===== src/rtl/oled_spi_ctrl.sv =====
// Reset/init sequencer and byte-wide SPI (mode 0) master for two OLED panels on one bus.
// Latency: one accept cycle after the handshake, then SETUP + 8 bits + GAP; byte period is 18*CLK_DIV+2.
// Backpressure: o_Ready is high only in IDLE. Requests offered while it is low wait until it rises.
// Optional init ROM sequence is built only when OLED_SPI_CTRL_INIT_EN is defined.
module oled_spi_ctrl #(
   parameter int CLK_DIV       = 4,
   parameter int RST_PULSE_CYC = 500,
   parameter int RST_WAIT_CYC  = 5000
) (
   input  logic       i_Clk,
   input  logic       i_Rst_n,
   input  logic       i_Valid,
   input  logic [7:0] i_Data,
   input  logic       i_DC,
   input  logic [1:0] i_Sel,
   output logic       o_Ready,
   output logic       o_Done,
   output logic       o_InitDone,
   output logic       o_Res,
   output logic       o_CS1_n,
   output logic       o_CS2_n,
   output logic       o_DC,
   output logic       o_D0,
   output logic       o_D1
);

   localparam int CNT_MAX0 = (RST_PULSE_CYC > RST_WAIT_CYC) ? RST_PULSE_CYC : RST_WAIT_CYC;
   localparam int CNT_MAX  = (CNT_MAX0 > CLK_DIV) ? CNT_MAX0 : CLK_DIV;
   localparam int CNT_W    = $clog2(CNT_MAX + 1);

   localparam logic [CNT_W-1:0] PULSE_LAST = CNT_W'(RST_PULSE_CYC - 1);
   localparam logic [CNT_W-1:0] WAIT_LAST  = CNT_W'(RST_WAIT_CYC - 1);
   localparam logic [CNT_W-1:0] DIV_LAST   = CNT_W'(CLK_DIV - 1);

   typedef enum logic [2:0] {
      S_RST_LOW, S_RST_WAIT, S_IDLE, S_ACCEPT, S_SETUP, S_SHIFT, S_GAP
   } state_t;

   state_t           state_q, state_d;
   logic [CNT_W-1:0] cnt_q, cnt_d;
   logic [2:0]       bit_q, bit_d;
   logic             sclk_q, sclk_d;
   logic [7:0]       sh_q, sh_d;     // byte being shifted, current bit in [7]
   logic             dcc_q, dcc_d;   // DC captured at accept, driven at SETUP
   logic             dc_q, dc_d;     // DC pin, holds while CS is high
   logic             d1_q, d1_d;     // MOSI pin, holds while CS is high
   logic [1:0]       sel_q, sel_d;
   logic             idone_q, idone_d;
   logic             rom_phase;      // current byte comes from the init ROM

`ifdef OLED_SPI_CTRL_INIT_EN
   logic       init_q, init_d;
   logic [2:0] idx_q, idx_d;
   logic [7:0] rom_b;

   function automatic logic [7:0] rom_byte(input logic [2:0] i);
      case (i)
         3'd0:    rom_byte = 8'hAE;
         3'd1:    rom_byte = 8'hD5;
         3'd2:    rom_byte = 8'h80;
         3'd3:    rom_byte = 8'hA8;
         3'd4:    rom_byte = 8'h3F;
         3'd5:    rom_byte = 8'h8D;
         3'd6:    rom_byte = 8'h14;
         default: rom_byte = 8'hAF;
      endcase
   endfunction

   assign rom_phase = init_q;
`else
   assign rom_phase = 1'b0;
`endif

   // State and datapath registers; reset aborts any byte in flight.
   always_ff @(posedge i_Clk or negedge i_Rst_n) begin
      if (!i_Rst_n) begin
         state_q <= S_RST_LOW;
         cnt_q   <= '0;
         bit_q   <= '0;
         sclk_q  <= 1'b0;
         sh_q    <= '0;
         dcc_q   <= 1'b0;
         dc_q    <= 1'b0;
         d1_q    <= 1'b0;
         sel_q   <= '0;
         idone_q <= 1'b0;
`ifdef OLED_SPI_CTRL_INIT_EN
         init_q  <= 1'b0;
         idx_q   <= '0;
`endif
      end else begin
         state_q <= state_d;
         cnt_q   <= cnt_d;
         bit_q   <= bit_d;
         sclk_q  <= sclk_d;
         sh_q    <= sh_d;
         dcc_q   <= dcc_d;
         dc_q    <= dc_d;
         d1_q    <= d1_d;
         sel_q   <= sel_d;
         idone_q <= idone_d;
`ifdef OLED_SPI_CTRL_INIT_EN
         init_q  <= init_d;
         idx_q   <= idx_d;
`endif
      end
   end

   // Next-state logic: reset pulse, wait, ROM bytes, then user bytes with SPI timing.
   always_comb begin
      state_d = state_q;
      cnt_d   = cnt_q;
      bit_d   = bit_q;
      sclk_d  = sclk_q;
      sh_d    = sh_q;
      dcc_d   = dcc_q;
      dc_d    = dc_q;
      d1_d    = d1_q;
      sel_d   = sel_q;
      idone_d = idone_q;
`ifdef OLED_SPI_CTRL_INIT_EN
      init_d  = init_q;
      idx_d   = idx_q;
      rom_b   = rom_byte((state_q == S_GAP) ? idx_q + 3'd1 : 3'd0);
`endif
      case (state_q)
         S_RST_LOW: begin
            if (cnt_q == PULSE_LAST) begin
               cnt_d   = '0;
               state_d = S_RST_WAIT;
            end else begin
               cnt_d = cnt_q + 1'b1;
            end
         end
         S_RST_WAIT: begin
            if (cnt_q == WAIT_LAST) begin
               cnt_d = '0;
`ifdef OLED_SPI_CTRL_INIT_EN
               // First ROM byte goes straight to SETUP so CS falls exactly
               // RST_WAIT_CYC cycles after the panel leaves reset.
               init_d  = 1'b1;
               idx_d   = 3'd0;
               sh_d    = rom_b;
               d1_d    = rom_b[7];
               dc_d    = 1'b0;
               sel_d   = 2'b11;
               state_d = S_SETUP;
`else
               idone_d = 1'b1;
               state_d = S_IDLE;
`endif
            end else begin
               cnt_d = cnt_q + 1'b1;
            end
         end
         S_IDLE: begin
            if (i_Valid) begin
               sh_d    = i_Data;
               dcc_d   = i_DC;
               sel_d   = i_Sel;
               state_d = S_ACCEPT;
            end
         end
         S_ACCEPT: begin
            cnt_d = '0;
            if (sel_q == 2'b00) begin
               state_d = S_IDLE;   // no panel selected: drop the byte, o_Done still pulses
            end else begin
               dc_d    = dcc_q;
               d1_d    = sh_q[7];
               state_d = S_SETUP;
            end
         end
         S_SETUP: begin
            if (cnt_q == DIV_LAST) begin
               cnt_d   = '0;
               bit_d   = '0;
               sclk_d  = 1'b1;
               state_d = S_SHIFT;
            end else begin
               cnt_d = cnt_q + 1'b1;
            end
         end
         S_SHIFT: begin
            if (cnt_q == DIV_LAST) begin
               cnt_d = '0;
               if (sclk_q) begin
                  // Falling edge: present the next bit; the last bit is held.
                  sclk_d = 1'b0;
                  if (bit_q != 3'd7) begin
                     d1_d = sh_q[6];
                     sh_d = {sh_q[6:0], 1'b0};
                  end
               end else if (bit_q == 3'd7) begin
                  state_d = S_GAP;
               end else begin
                  bit_d  = bit_q + 1'b1;
                  sclk_d = 1'b1;
               end
            end else begin
               cnt_d = cnt_q + 1'b1;
            end
         end
         S_GAP: begin
            if (cnt_q == DIV_LAST) begin
               cnt_d   = '0;
               state_d = S_IDLE;
`ifdef OLED_SPI_CTRL_INIT_EN
               if (init_q) begin
                  if (idx_q == 3'd7) begin
                     init_d  = 1'b0;
                     idone_d = 1'b1;
                  end else begin
                     idx_d   = idx_q + 1'b1;
                     sh_d    = rom_b;
                     d1_d    = rom_b[7];
                     dc_d    = 1'b0;
                     sel_d   = 2'b11;
                     state_d = S_SETUP;
                  end
               end
`endif
            end else begin
               cnt_d = cnt_q + 1'b1;
            end
         end
         default: state_d = S_RST_LOW;
      endcase
   end

   assign o_Ready    = (state_q == S_IDLE);
   assign o_Done     = ((state_q == S_ACCEPT) && (sel_q == 2'b00)) ||
                       ((state_q == S_GAP) && (cnt_q == '0) && !rom_phase);
   assign o_InitDone = idone_q;
   assign o_Res      = (state_q != S_RST_LOW);
   assign o_CS1_n    = !(((state_q == S_SETUP) || (state_q == S_SHIFT)) && sel_q[0]);
   assign o_CS2_n    = !(((state_q == S_SETUP) || (state_q == S_SHIFT)) && sel_q[1]);
   assign o_DC       = dc_q;
   assign o_D0       = sclk_q;
   assign o_D1       = d1_q;

endmodule


===== config.mk =====
export PLATFORM = sky130hd
export DESIGN_NAME = oled_spi_ctrl
export DESIGN_NICKNAME = d
export VERILOG_FILES = /design/src/rtl/oled_spi_ctrl.sv
export SDC_FILE = /design/constraint.sdc
export NUM_CORES = 1
export LEC_CHECK = 0
export BUFFER_PORTS_ARGS = -buffer_cell sky130_fd_sc_hd__buf_2
export CORE_MARGIN = 2
export CORE_UTILIZATION = 52
export DETAILED_ROUTE_END_ITERATION = 8
export PLACE_DENSITY = 0.72
export SLEW_MARGIN = 20
export SYNTH_ARGS = -nofsm -noshare
export SYNTH_HDL_FRONTEND = slang
export SYNTH_SLANG_ARGS = --single-unit

===== constraint.sdc =====
create_clock -name i_Clk -period 6.3 [get_ports i_Clk]
set_input_delay 1.26 -clock i_Clk [delete_from_list [all_inputs] [get_ports i_Clk]]
set_output_delay 1.26 -clock i_Clk [all_outputs]
set_load 0.05 [all_outputs]

; ---- Yosys cells after proc, flatten, opt, wreduce, memory -nomap -nowiden
; Cells that the tools add are included.
[classes]
reduce_logical = 25
n_eq_ne = 23
shifts = 0
addsub = 2
n_mux = 34
bitwise = 1
n_div = 0
n_lt_le_gt_ge = 0
n_mul = 0
[ops]
columns = op, n
row1 = case mux 13 bit (4 select lines), 1
row2 = two-way mux 13 bit, 3
row3 = two-way mux 3 bit, 13
row4 = two-way mux 8 bit, 4
row5 = "!= test 2 bit, second input constant", 12
row6 = case mux 3 bit (7 select lines), 1
row7 = case mux 8 bit (2 select lines), 1
row8 = AND reduction 5 bit, 3
row9 = "adder 13 x 1 -> 13 bit, second input constant", 1
row10 = "== test 13 bit, second input constant", 1
row11 = "== test 13 x 2 -> 1 bit, second input constant", 1
row12 = "== test 13 x 9 -> 1 bit, second input constant", 1
row13 = logical NOT 13 bit, 1
row14 = "== test 3 bit, second input constant", 4
row15 = two-way mux 1 bit, 8
row16 = AND reduction 8 bit, 1
row17 = "== test 3 x 2 -> 1 bit, second input constant", 2
row18 = case mux 3 bit (2 select lines), 1
row19 = AND reduction 2 bit, 3
row20 = nonzero test 2 bit, 3
row21 = logical AND 1 bit, 4
row22 = case mux 1 bit (2 select lines), 2
row23 = nonzero test 4 bit, 1
row24 = "adder 3 x 1 -> 3 bit, second input constant", 1
row25 = 10 further kinds, 12
[word_totals]
n_memories = 0
output_inout_bits = 9
latch_bits = 0
ram_bits = 0
regBits = 34
rom_bits = 0

; ---- Depth between registers and ports, before layout
; Gate-level depths: netlist (run 1).
[depth]
ltp_word = 5
ltp_mapped = 7
mapped_depth_nobuf = 6

; ---- Worst setup path after synthesis (run 1)
; No wires, ideal clock.
[synth_path]
kind = reg2out
start = reg cnt_q[6]
end = out o_Done
slack_ps = 2401
path_buffers = 1
t_arrival_ps = 2639
path_stages_with_launch = 6
required_time_ps = 5040
cell_sequence = dfrtp_1 clkbuf_1 or3_1 nor4_1 nand4_1 a21boi_0
[synth_between]
elab_chain_len = 3
[synth_lines]
columns = item, line
row1 = "start, declared", 40  ; logic [CNT_W-1:0] cnt_q, cnt_d;
row2 = "start signal, assigned", 93  ; cnt_q <= cnt_d;
row3 = logical NOT 13 bit, 233  ; ((state_q == S_GAP) && (cnt_q == '0) && !rom_phase);
row4 = logical AND 1 bit, 233
row5 = logical OR 1 bit, 232  ; assign o_Done = ((state_q == S_ACCEPT) && (sel_q == 2'b00)) ||
row6 = "end, declared", 17  ; output logic o_Done,
; No other way between the ends.

; ---- Worst setup path in the final report (run 1)
[layout_path]
start = reg cnt_q[4]
end = out o_Done
; The elaborated chain is that of the path after synthesis.

==> results of run 1 <==
layer usage:
metal  vias up  GRT usage
li1        770          -
met1       790     0.2659
met2        37     0.3750
met3         8    0.05822
met4         0    0.09375
met5         -          0
synthesized netlist by cell type, types with 2 or more instances:
cell      instances  share of area
nor3_1            2         0.0051
nand3_1          10          0.026
nand2_1          13          0.025
clkbuf_1          9          0.017
and3_1            2         0.0064
inv_1             8          0.015
mux2i_1           2          0.010
o21ai_1           2         0.0051
or2_2             3         0.0096
nor4_1            3         0.0096
o32ai_1           6          0.027
a21o_1            3          0.012
ha_1              4          0.026
nand2b_1          2         0.0064
and2_1            3         0.0096
nor2b_1           3         0.0096
a22o_1            5          0.022
nand4_1           8          0.026
nor2_1            8          0.015
o21ai_0          17          0.044
dfrtp_1          34           0.44
or3_1             7          0.022
mux2_2           19           0.11
critical path: cells and delay by family (launching register included):
kind                   cells  cell delay (ps)
AND/OR/NAND/NOR            3             1320
flip-flops                 1              430
buffers and inverters      1              280
AO/OA/AOI/OAI              1              200
report_power, final:
| group | total [mW] | internal (mW) | switching [mW] |
|---|---|---|---|
| combinational | 0.455 | 0.181 | 0.274 |
| sequential | 0.365 | 0.286 | 0.0790 |
| clock | 0.165 | 0.0881 | 0.0773 |
registers in the layout (all words and copies together), names as in the netlist:
register and flops:
cnt_q 13, state_q 3, dcc_q 1, sel_q 2, o_DC 1, o_InitDone 1
bit_q 3, o_D1 1, sh_q 8, o_D0 1
kinds of logic (layout without fill, tap and decap cells):
kind of cell / count (synthesis) / after routing / share of synthesized area
xor+xnor: 1 / 1 / 0.004479
mux: 21 / 21 / 0.1196
fa+ha+maj: 4 / 4 / 0.02559
flops: 34 / 34 / 0.4351
simple gates: 67 / 67 / 0.1849
compound gates: 50 / 50 / 0.1913
buf+inv: 19 / 38 / 0.03903
path summary, 6_finish.rpt:
kind	endpoint	from	slack (ps)	cells past startpoint
setup / recovery	o_Done	cnt_q[4]	2520	5
hold / removal	o_InitDone	o_InitDone	460	1
setup reg to reg	sh_q[5]	state_q[2]	3540	4
hold reg to reg	o_InitDone	o_InitDone	460	1
max in group asynchronous	cnt_q[11]	i_Rst_n	4780	1
min in group asynchronous	bit_q[1]	i_Rst_n	1030	1
final cells by class:
cell class,count,area share
clock buffers,7,0.03977
clock inverters,1,0.002305
inverters,8,0.01383
multi-input cells,143,0.4738
flip-flops and latches,34,0.3919
well taps,48,0.02767
repair buffers,22,0.05072
metrics by stage:
step	instances	setup WS (ps)
4_1_cts	263	2537
2_1_floorplan	196	2401
6_report	263	2519
5_1_grt	263	2373
3_3_place_gp	255	2893
3_5_place_dp	255	2862
==> results.md, run 1 <==
- H-Tree Depth: 2
- Pwr dens: 454.1 nW/um^2
- FMAX: 264.5 MHz
- Synthesis warning total: 0
- Fin. max-slew vios: 0
- Required time of the critical path: 5040 ps
- Drt total wl: 4222 um
- Final period utilization: 0.6002
- Top sig layer: met4
- Io pins: 23
- Synth-to-Final Area Change: 11.00%
- Dpl cell area: 2079 sq um
- Vias per cell: 6.103
- Fin nets: 232
- Clk_skew: 9.699 ps
- Fillers: 331
- Critical path arrival: 2520 ps
- Static Leak: 0.9570 nW
- Clock Latency Late Sink: 290 ps
- Status: completed
- Hold buffer count at CTS: 0
- Overall power: 0.9859 mW
- CP endpoint kind: output port
- Die X: 65.33 um
- Row count: 22
- Root buffer selected by CTS: clkbuf_8
- # DRC: 0
- Yosys cell types: 46
- Storage element area: 850.8 sq um
- CP Cell Sequence: or3_1 > nor4_1 > nand4_1 > a21boi_0 > buf_2
- TritonCTS Buffers: 5
- Worst hold slack: 459.1 ps
- RSZ-0062 raised after global routing: false
- Maximum VDD drop: 0.0002308 V
- Max-slew headroom: 0.4696
- Final setup TNS: 0 ps
- CP Max Fanout: 6
- Multi-input gate area: 1028 sq um
- Post-Synthesis Cells: 196
- Layout Utilization: 0.5975
- Port-buffer cells: 22
- Hold Fails Final Rpt: 0
- Actual slew at the worst max-slew pin: 795.6 ps
- CP max-delay cell: nor4_1
- Seq cells post-synth: 34
- N_diodes: 0
- Met1 wire length: 1863 um
- Die Height: 65.33 um
- Post-route minimum period: 3781 ps
- Critical Path Source Type: register
- Hold Path Class: reg -> reg
- Max-capacitance violation count: 0
- Finished Cell Area: 2171 sq um
- Metal3 WL: 179 um
- Starting Density: 0.5382
- Clk buf depth: 2
- Ys async rst share: 1.000
- # setup viols final: 0
- Post-CTS Setup Bufs: 0
- Post-Syn Nets: 214
- Synth Flop Type: dfrtp_1
- Seq/Total Area, Yosys: 0.4351
- Num Clock Sinks: 34
- Congestion Overflow GR: 0
- Die ar.: 4267 sq um
- DRT iter0 DRCs: 135
- Antenna Nets Post-Route: 0
- Core Footprint: 3633 sq um
- Syn_area_per_cell: 9.978 sq um
- Drt first pass iters: 4
- Crit path kind: reg -> out
- Vias in the first global route: 1615
- Met2 routed wirelength: 2097 um
- Global-route wire length before repair: 7231 um
- Fraction of layout cells with a size suffix above 1: 0.2558
- Commonest non-fill, non-tap cell in the layout: dfrtp_1
- Via count of the routed design: 1605
- CTS tree: done
- Drt wl/cell: 16.05 um
- Clock Pin Slew Worst Setup and Hold Paths: 70 ps
- Routability Congestion: 0.8564
- Worst path max stage delay: 690 ps
- Post-Syn Area: 1956 sq um
- Largest net degree at the start of global routing: 35
- Most frequent cells in the layout: dfrtp_1, buf_2, mux2_2
- Initial antenna violation count: 0
- Gr usage total: 0.2214
- PostCTS Resize Cnt: 0
- Hpwl dp: 3005 um
- Number of synthesized flops with an enable pin: 0
(Power assumes the default switching activity.)
==> run 2, diff against run 1 <==
- PLACE_DENSITY: 0.72 -> 0.75
- clock period: 6.3 -> 3.06 ns (I/O delays scaled with it)
==> run 2 against run 1 <==
Net effect:
- sequential cell count did not move
- largest power group unchanged
- clock power rose by 110%
- critical path type unchanged
- via count fell by 0.12%
- register-to-register slack got worse by 2900 ps
- non-clock buffer count rose by 5
- setup slack got worse by 2300 ps
- combinational power rose by 120%
- wire length fell by 0.54%
- clock skew fell by 3.0 ps
- global-route usage rose by 0.72 points
- power rose by 110%
- sequential power rose by 97%
==> results.md, run 2 (synthesis results as in run 1) <==
- Status: completed (unchanged)
- Max-capacitance violation count: 0 (unchanged)
- CP endpoint kind: output port (unchanged)
- Worst path max stage delay: 440 ps (was 690 ps)
- PostCTS Resize Cnt: 0 (unchanged)
- Actual slew at the worst max-slew pin: 763.7 ps (was 795.6 ps)
- Biggest register: cnt_q (unchanged)
- Max-slew headroom: 0.4909 (was 0.4696)
- Worst hold slack: 386.0 ps (was 459.1 ps)
- Fillers: 322 (was 331)
- # DRC: 0 (unchanged)
- # setup viols final: 0 (unchanged)
- Row count: 22 (unchanged)
- CP max-delay cell: or3_1 (was nor4_1)
- TritonCTS Buffers: 5 (unchanged)
- Hold Path Class: in -> async (was reg -> reg)
- Global-route wire length before repair: 7445 um (was 7231 um)
- Pwr dens: 938.7 nW/um^2 (was 454.1 nW/um^2)
- Num Clock Sinks: 34 (unchanged)
- Congestion Overflow GR: 0 (unchanged)
- Via count of the routed design: 1603 (was 1605)
- Clock Latency Late Sink: 290 ps (about the same)
- Storage element area: 850.8 sq um (unchanged)
- Core Footprint: 3633 sq um (unchanged)
- Reg-to-reg startpoint: cnt_q[3] (was state_q[2])
- Commonest non-fill, non-tap cell in the layout: dfrtp_1 (unchanged)
- Routability Congestion: 0.9416 (was 0.8564)
- H-Tree Depth: 2 (unchanged)
- Largest net degree at the start of global routing: 35 (unchanged)
- Final period utilization: 0.9222
- Io pins: 23 (unchanged)
- Synth-to-Final Area Change: 13.12% (was 11.00%)
- Critical Path Source Type: register (unchanged)
- Starting Density: 0.5382 (unchanged)
- Post-route minimum period: 2822 ps
- Final setup TNS: 0 ps (unchanged)
- Largest regs: cnt_q x13, sh_q x8 (unchanged)
- Clock Pin Slew Worst Setup and Hold Paths: 70 ps (about the same)
- Post-CTS Setup Bufs: 0 (unchanged)
- Critical path arrival: 2210 ps (was 2520 ps)
- Max reg flops: 13 (unchanged)
- Hold buffer count at CTS: 0 (unchanged)
- Crit path kind: reg -> out (unchanged)
- Fraction of layout cells with a size suffix above 1: 0.2773 (was 0.2558)
- Vias per cell: 5.981 (was 6.103)
- Clk buf depth: 2 (unchanged)
- Die X: 65.33 um (unchanged)
- Hpwl dp: 2981 um (was 3005 um)
- CTS tree: done (unchanged)
- N_diodes: 0 (unchanged)
- Static Leak: 0.9809 nW (was 0.9570 nW)
- Fin nets: 237 (was 232)
- Initial antenna violation count: 0 (unchanged)
- Maximum VDD drop: 0.0005144 V (was 0.0002308 V)
- Drt first pass iters: 4 (unchanged)
- Die ar.: 4267 sq um (unchanged)
- Drt wl/cell: 15.67 um (was 16.05 um)
- RSZ-0062 raised after global routing: false (unchanged)
- Hold Fails Final Rpt: 0 (unchanged)
- CP Max Fanout: 6 (unchanged)
- Die Height: 65.33 um (unchanged)
- Required time of the critical path: 2450 ps (was 5040 ps)
- Most frequent cells in the layout: dfrtp_1, buf_2, mux2_2 (unchanged)
- Clk_skew: 6.696 ps (was 9.699 ps)
- DRT iter0 DRCs: 153 (was 135)
- CP Launch Point: cnt_q[4] (unchanged)
- FMAX: 354.4 MHz
- Root buffer selected by CTS: clkbuf_8 (unchanged)
- Fin. max-slew vios: 0 (unchanged)
- Port-buffer cells: 22 (unchanged)
- CP Cell Sequence: or3_1 > nor4_1 > buf_4 > nand4_1 > a21boi_1 > buf_2 (was or3_1 > nor4_1 > nand4_1 > a21boi_0 > buf_2)
- Vias in the first global route: 1608 (was 1615)
- Gr usage total: 0.2286 (was 0.2214)
- Multi-input gate area: 1028 sq um (unchanged)
- Drt total wl: 4199 um (was 4222 um)
- Antenna Nets Post-Route: 0 (unchanged)
[run 2: final timing paths]
kind,endpoint,slack [ps],depth (start not counted)
setup / recovery,o_Done,240,6
hold / removal,bit_q[2],390,1
setup reg to reg,cnt_q[4],610,5
hold reg to reg,o_InitDone,470,1
max in group asynchronous,cnt_q[11],2190,1
min in group i_Clk,o_InitDone,470,1
[run 2: worst max-delay path, delay by kind of cell, from the launching register on]
kind                   cells  cell delay, ps
buffers and inverters      2             470
AO/OA/AOI/OAI              1             150
AND/OR/NAND/NOR            3             880
flip-flops                 1             430
[run 2: final cells by class]
class,count,share of cell area
multi-input cells,143,0.4649
clock buffers,6,0.03733
clock inverters,2,0.005656
inverters,8,0.01357
well taps,48,0.02715
flip-flops and latches,34,0.3846
repair buffers,27,0.06674
[run 2: metrics by stage]
step                        util  std cells  setup WS [ps]  power (mW)  area [sq um]
final                     0.6088        268          238.0       2.077          2212
after floorplan                -        196          173.3       1.494          1956
after global routing      0.6088        268          136.0       2.233          2212
after CTS                 0.6088        268          227.3       2.090          2212
after global placement    0.5826        260          629.5       1.705          2117
after detailed placement  0.5826        260          554.9       1.734          2117
[run 2: routing by layer]
metal  global-route usage  routed length, um
met5                    0                  0
met4              0.06771                 60
met3              0.05651                122
met2               0.3801               2050
met1               0.2952               1966
[run 2: where the power goes]
part,internal (mW),switching (mW),total [mW]
registers,0.589,0.131,0.720
logic,0.406,0.602,1.01
clock network,0.181,0.168,0.349
==> run 3, diff against run 2 <==
- CORE_UTILIZATION: 52 -> 40
- PLACE_DENSITY: 0.75 -> not set
==> run 3 against run 2 <==
Net effect:
- power hardly changed
- fmax is 0.28% lower
- register-to-register slack better by 20 ps
- critical endpoint unchanged
==> results.md, run 3 (synthesis results as in run 1) <==
- Status: completed (unchanged)
- Required time of the critical path: 2450 ps (about the same)
- Reg-to-reg startpoint: cnt_q[3] (unchanged)
- Antenna Nets Post-Route: 0 (unchanged)
- Clk_skew: 5.375 ps (was 6.696 ps)
- Drt wl/cell: 14.99 um (was 15.67 um)
- Fin. max-slew vios: 0 (unchanged)
- Starting Density: 0.4140 (was 0.5382)
- Overall power: 2.076 mW (was 2.077 mW)
- Global-route wire length before repair: 7610 um (was 7445 um)
- CP endpoint kind: output port (unchanged)
- # setup viols final: 0 (unchanged)
- Largest regs: cnt_q x13, sh_q x8 (unchanged)
- Largest net degree at the start of global routing: 35 (unchanged)
- CP Launch Point: cnt_q[4] (unchanged)
- PostCTS Resize Cnt: 0 (unchanged)
- Clock Pin Slew Worst Setup and Hold Paths: 70 ps (about the same)
- Row count: 25 (was 22)
- Setup WS pre-CTS: 519.7 ps (was 554.9 ps)
- Congestion Overflow GR: 0 (unchanged)
- Vias in the first global route: 1579 (was 1608)
- Core Footprint: 4723 sq um (was 3633 sq um)
- Commonest non-fill, non-tap cell in the layout: dfrtp_1 (unchanged)
- Hold Path Class: in -> async (unchanged)
- Clock Latency Late Sink: 290 ps (about the same)
- Maximum VDD drop: 0.0004069 V (was 0.0005144 V)
- Drt total wl: 4302 um (was 4199 um)
- Static Leak: 0.9803 nW (was 0.9809 nW)
- Drt first pass iters: 4 (unchanged)
- Num Clock Sinks: 34 (unchanged)
- Combinational group share of total power: 0.475 (was 0.485)
- Fillers: 456 (was 322)
- RSZ-0062 raised after global routing: false (unchanged)
- Max-slew headroom: 0.4848 (was 0.4909)
- Die X: 73.92 um (was 65.33 um)
- # DRC: 0 (unchanged)
- Initial antenna violation count: 0 (unchanged)
- Fraction of layout cells with a size suffix above 1: 0.2773 (unchanged)
- Met3 usage: 0.04115 (was 0.05651)
- Gr usage total: 0.1814 (was 0.2286)
- Most frequent cells in the layout: dfrtp_1, buf_2, mux2_2 (unchanged)
- Hold buffer count at CTS: 0 (unchanged)
- Pwr dens: 928.3 nW/um^2 (was 938.7 nW/um^2)
- Max-capacitance violation count: 0 (unchanged)
- N_diodes: 0 (unchanged)
- Final setup TNS: 0 ps (unchanged)
- DRT iter0 DRCs: 127 (was 153)
- Final period utilization: 0.9248 (was 0.9222)
- H-Tree Depth: 2 (unchanged)
- Post-CTS Setup Bufs: 0 (unchanged)
- Port-buffer cells: 22 (unchanged)
- Post-route minimum period: 2830 ps (was 2822 ps)
- Seq pwr share: 0.354 (was 0.347)
- Vias per cell: 5.571 (was 5.981)
- Max reg flops: 13 (unchanged)
- TritonCTS Buffers: 5 (unchanged)
- Via count of the routed design: 1599 (was 1603)
- Biggest register: cnt_q (unchanged)
- Die Height: 73.92 um (was 65.33 um)
- Routing usage on met1: 0.2639 (was 0.2952)
- GR peak layer: met1 (was met2)
- Hold Fails Final Rpt: 0 (unchanged)
- Critical Path Source Type: register (unchanged)
- Met2 GRT Util: 0.2619 (was 0.3801)
- Cell-internal power: 1.178 mW (was 1.176 mW)
- Synth-to-Final Area Change: 14.33% (was 13.12%)
- Crit path kind: reg -> out (unchanged)
- Clk buf depth: 2 (unchanged)
- Root buffer selected by CTS: clkbuf_8 (unchanged)
- CTS tree: done (unchanged)
- Actual slew at the worst max-slew pin: 772.8 ps (was 763.7 ps)
- CP Max Fanout: 6 (unchanged)
- Final WS setup: 230.2 ps (was 238.0 ps)
- Net Sw Power: 0.8981 mW (was 0.9004 mW)
- Io pins: 23 (unchanged)
- Clock power share: 0.171 (was 0.168)
- Critical path arrival: 2220 ps (was 2210 ps)
- Hpwl dp: 3086 um (was 2981 um)
- Sw Ratio: 0.4327 (was 0.4336)
- Fin nets: 237 (unchanged)
- Routability Congestion: 0.7998 (was 0.9416)
- Die ar.: 5464 sq um (was 4267 sq um)
- FMAX: 353.4 MHz (was 354.4 MHz)
run 3: cell counts in the layout (fill, tap and decap cells not counted):
Identical to the previous run, type by type.
run 3: layout make-up:
class                           instances  area [sq um]  area share
Clock buffer                            6         82.58     0.03693
Sequential cell                        34         850.8      0.3805
Tap cell                               67         83.83     0.03749
Clock inverter                          2         12.51    0.005596
Timing Repair Buffer                   27         147.6     0.06603
Multi-Input combinational cell        143          1028      0.4600
Inverter                                8         30.03     0.01343
run 3: worst paths after layout:
path,endpoint,depth (start not counted),slack [ps]
min reg2reg,o_InitDone,1,470
max,o_Done,6,230
max in group asynchronous,sh_q[4],1,2170
min,bit_q[2],1,390
max reg2reg,cnt_q[5],5,630
min in group i_Clk,o_InitDone,1,470
run 3: power groups by stage:
| stage | Clock, mW | Combinational (mW) | Sequential (mW) |
|---|---|---|---|
| 5_1_grt | 0.385 | 1.10 | 0.760 |
| 6_report | 0.356 | 0.986 | 0.734 |
| 3_5_place_dp | 0 | 0.990 | 0.743 |
| 4_1_cts | 0.367 | 0.993 | 0.735 |
| 2_1_floorplan | 0 | 0.750 | 0.744 |
| 3_3_place_gp | 0 | 0.983 | 0.738 |
run 3: layer usage:
metal | wire [um] | vias up
met2 | 1979 | 23
li1 | - | 783
met4 | 78 | 0
met1 | 2130 | 789
met3 | 113 | 4
met5 | 0 | -
run 3: critical path, cell delays in order, from the launching register on:
cell	delay (ps)
dfrtp_1	420
or3_1	450
nor4_1	320
buf_4	180
nand4_1	90
a21boi_1	180
buf_2	280
run 3: per-stage QoR:
stage               hold WS (ps)    util  instance area [sq um]  cells
finish                     394.4  0.4734                   2236    287
global route               463.7  0.4734                   2236    287
CTS                        414.9  0.4734                   2236    287
detailed placement         456.4  0.4532                   2141    279
global placement           452.3  0.4532                   2141    279
floorplan                  316.4       -                   1956    196
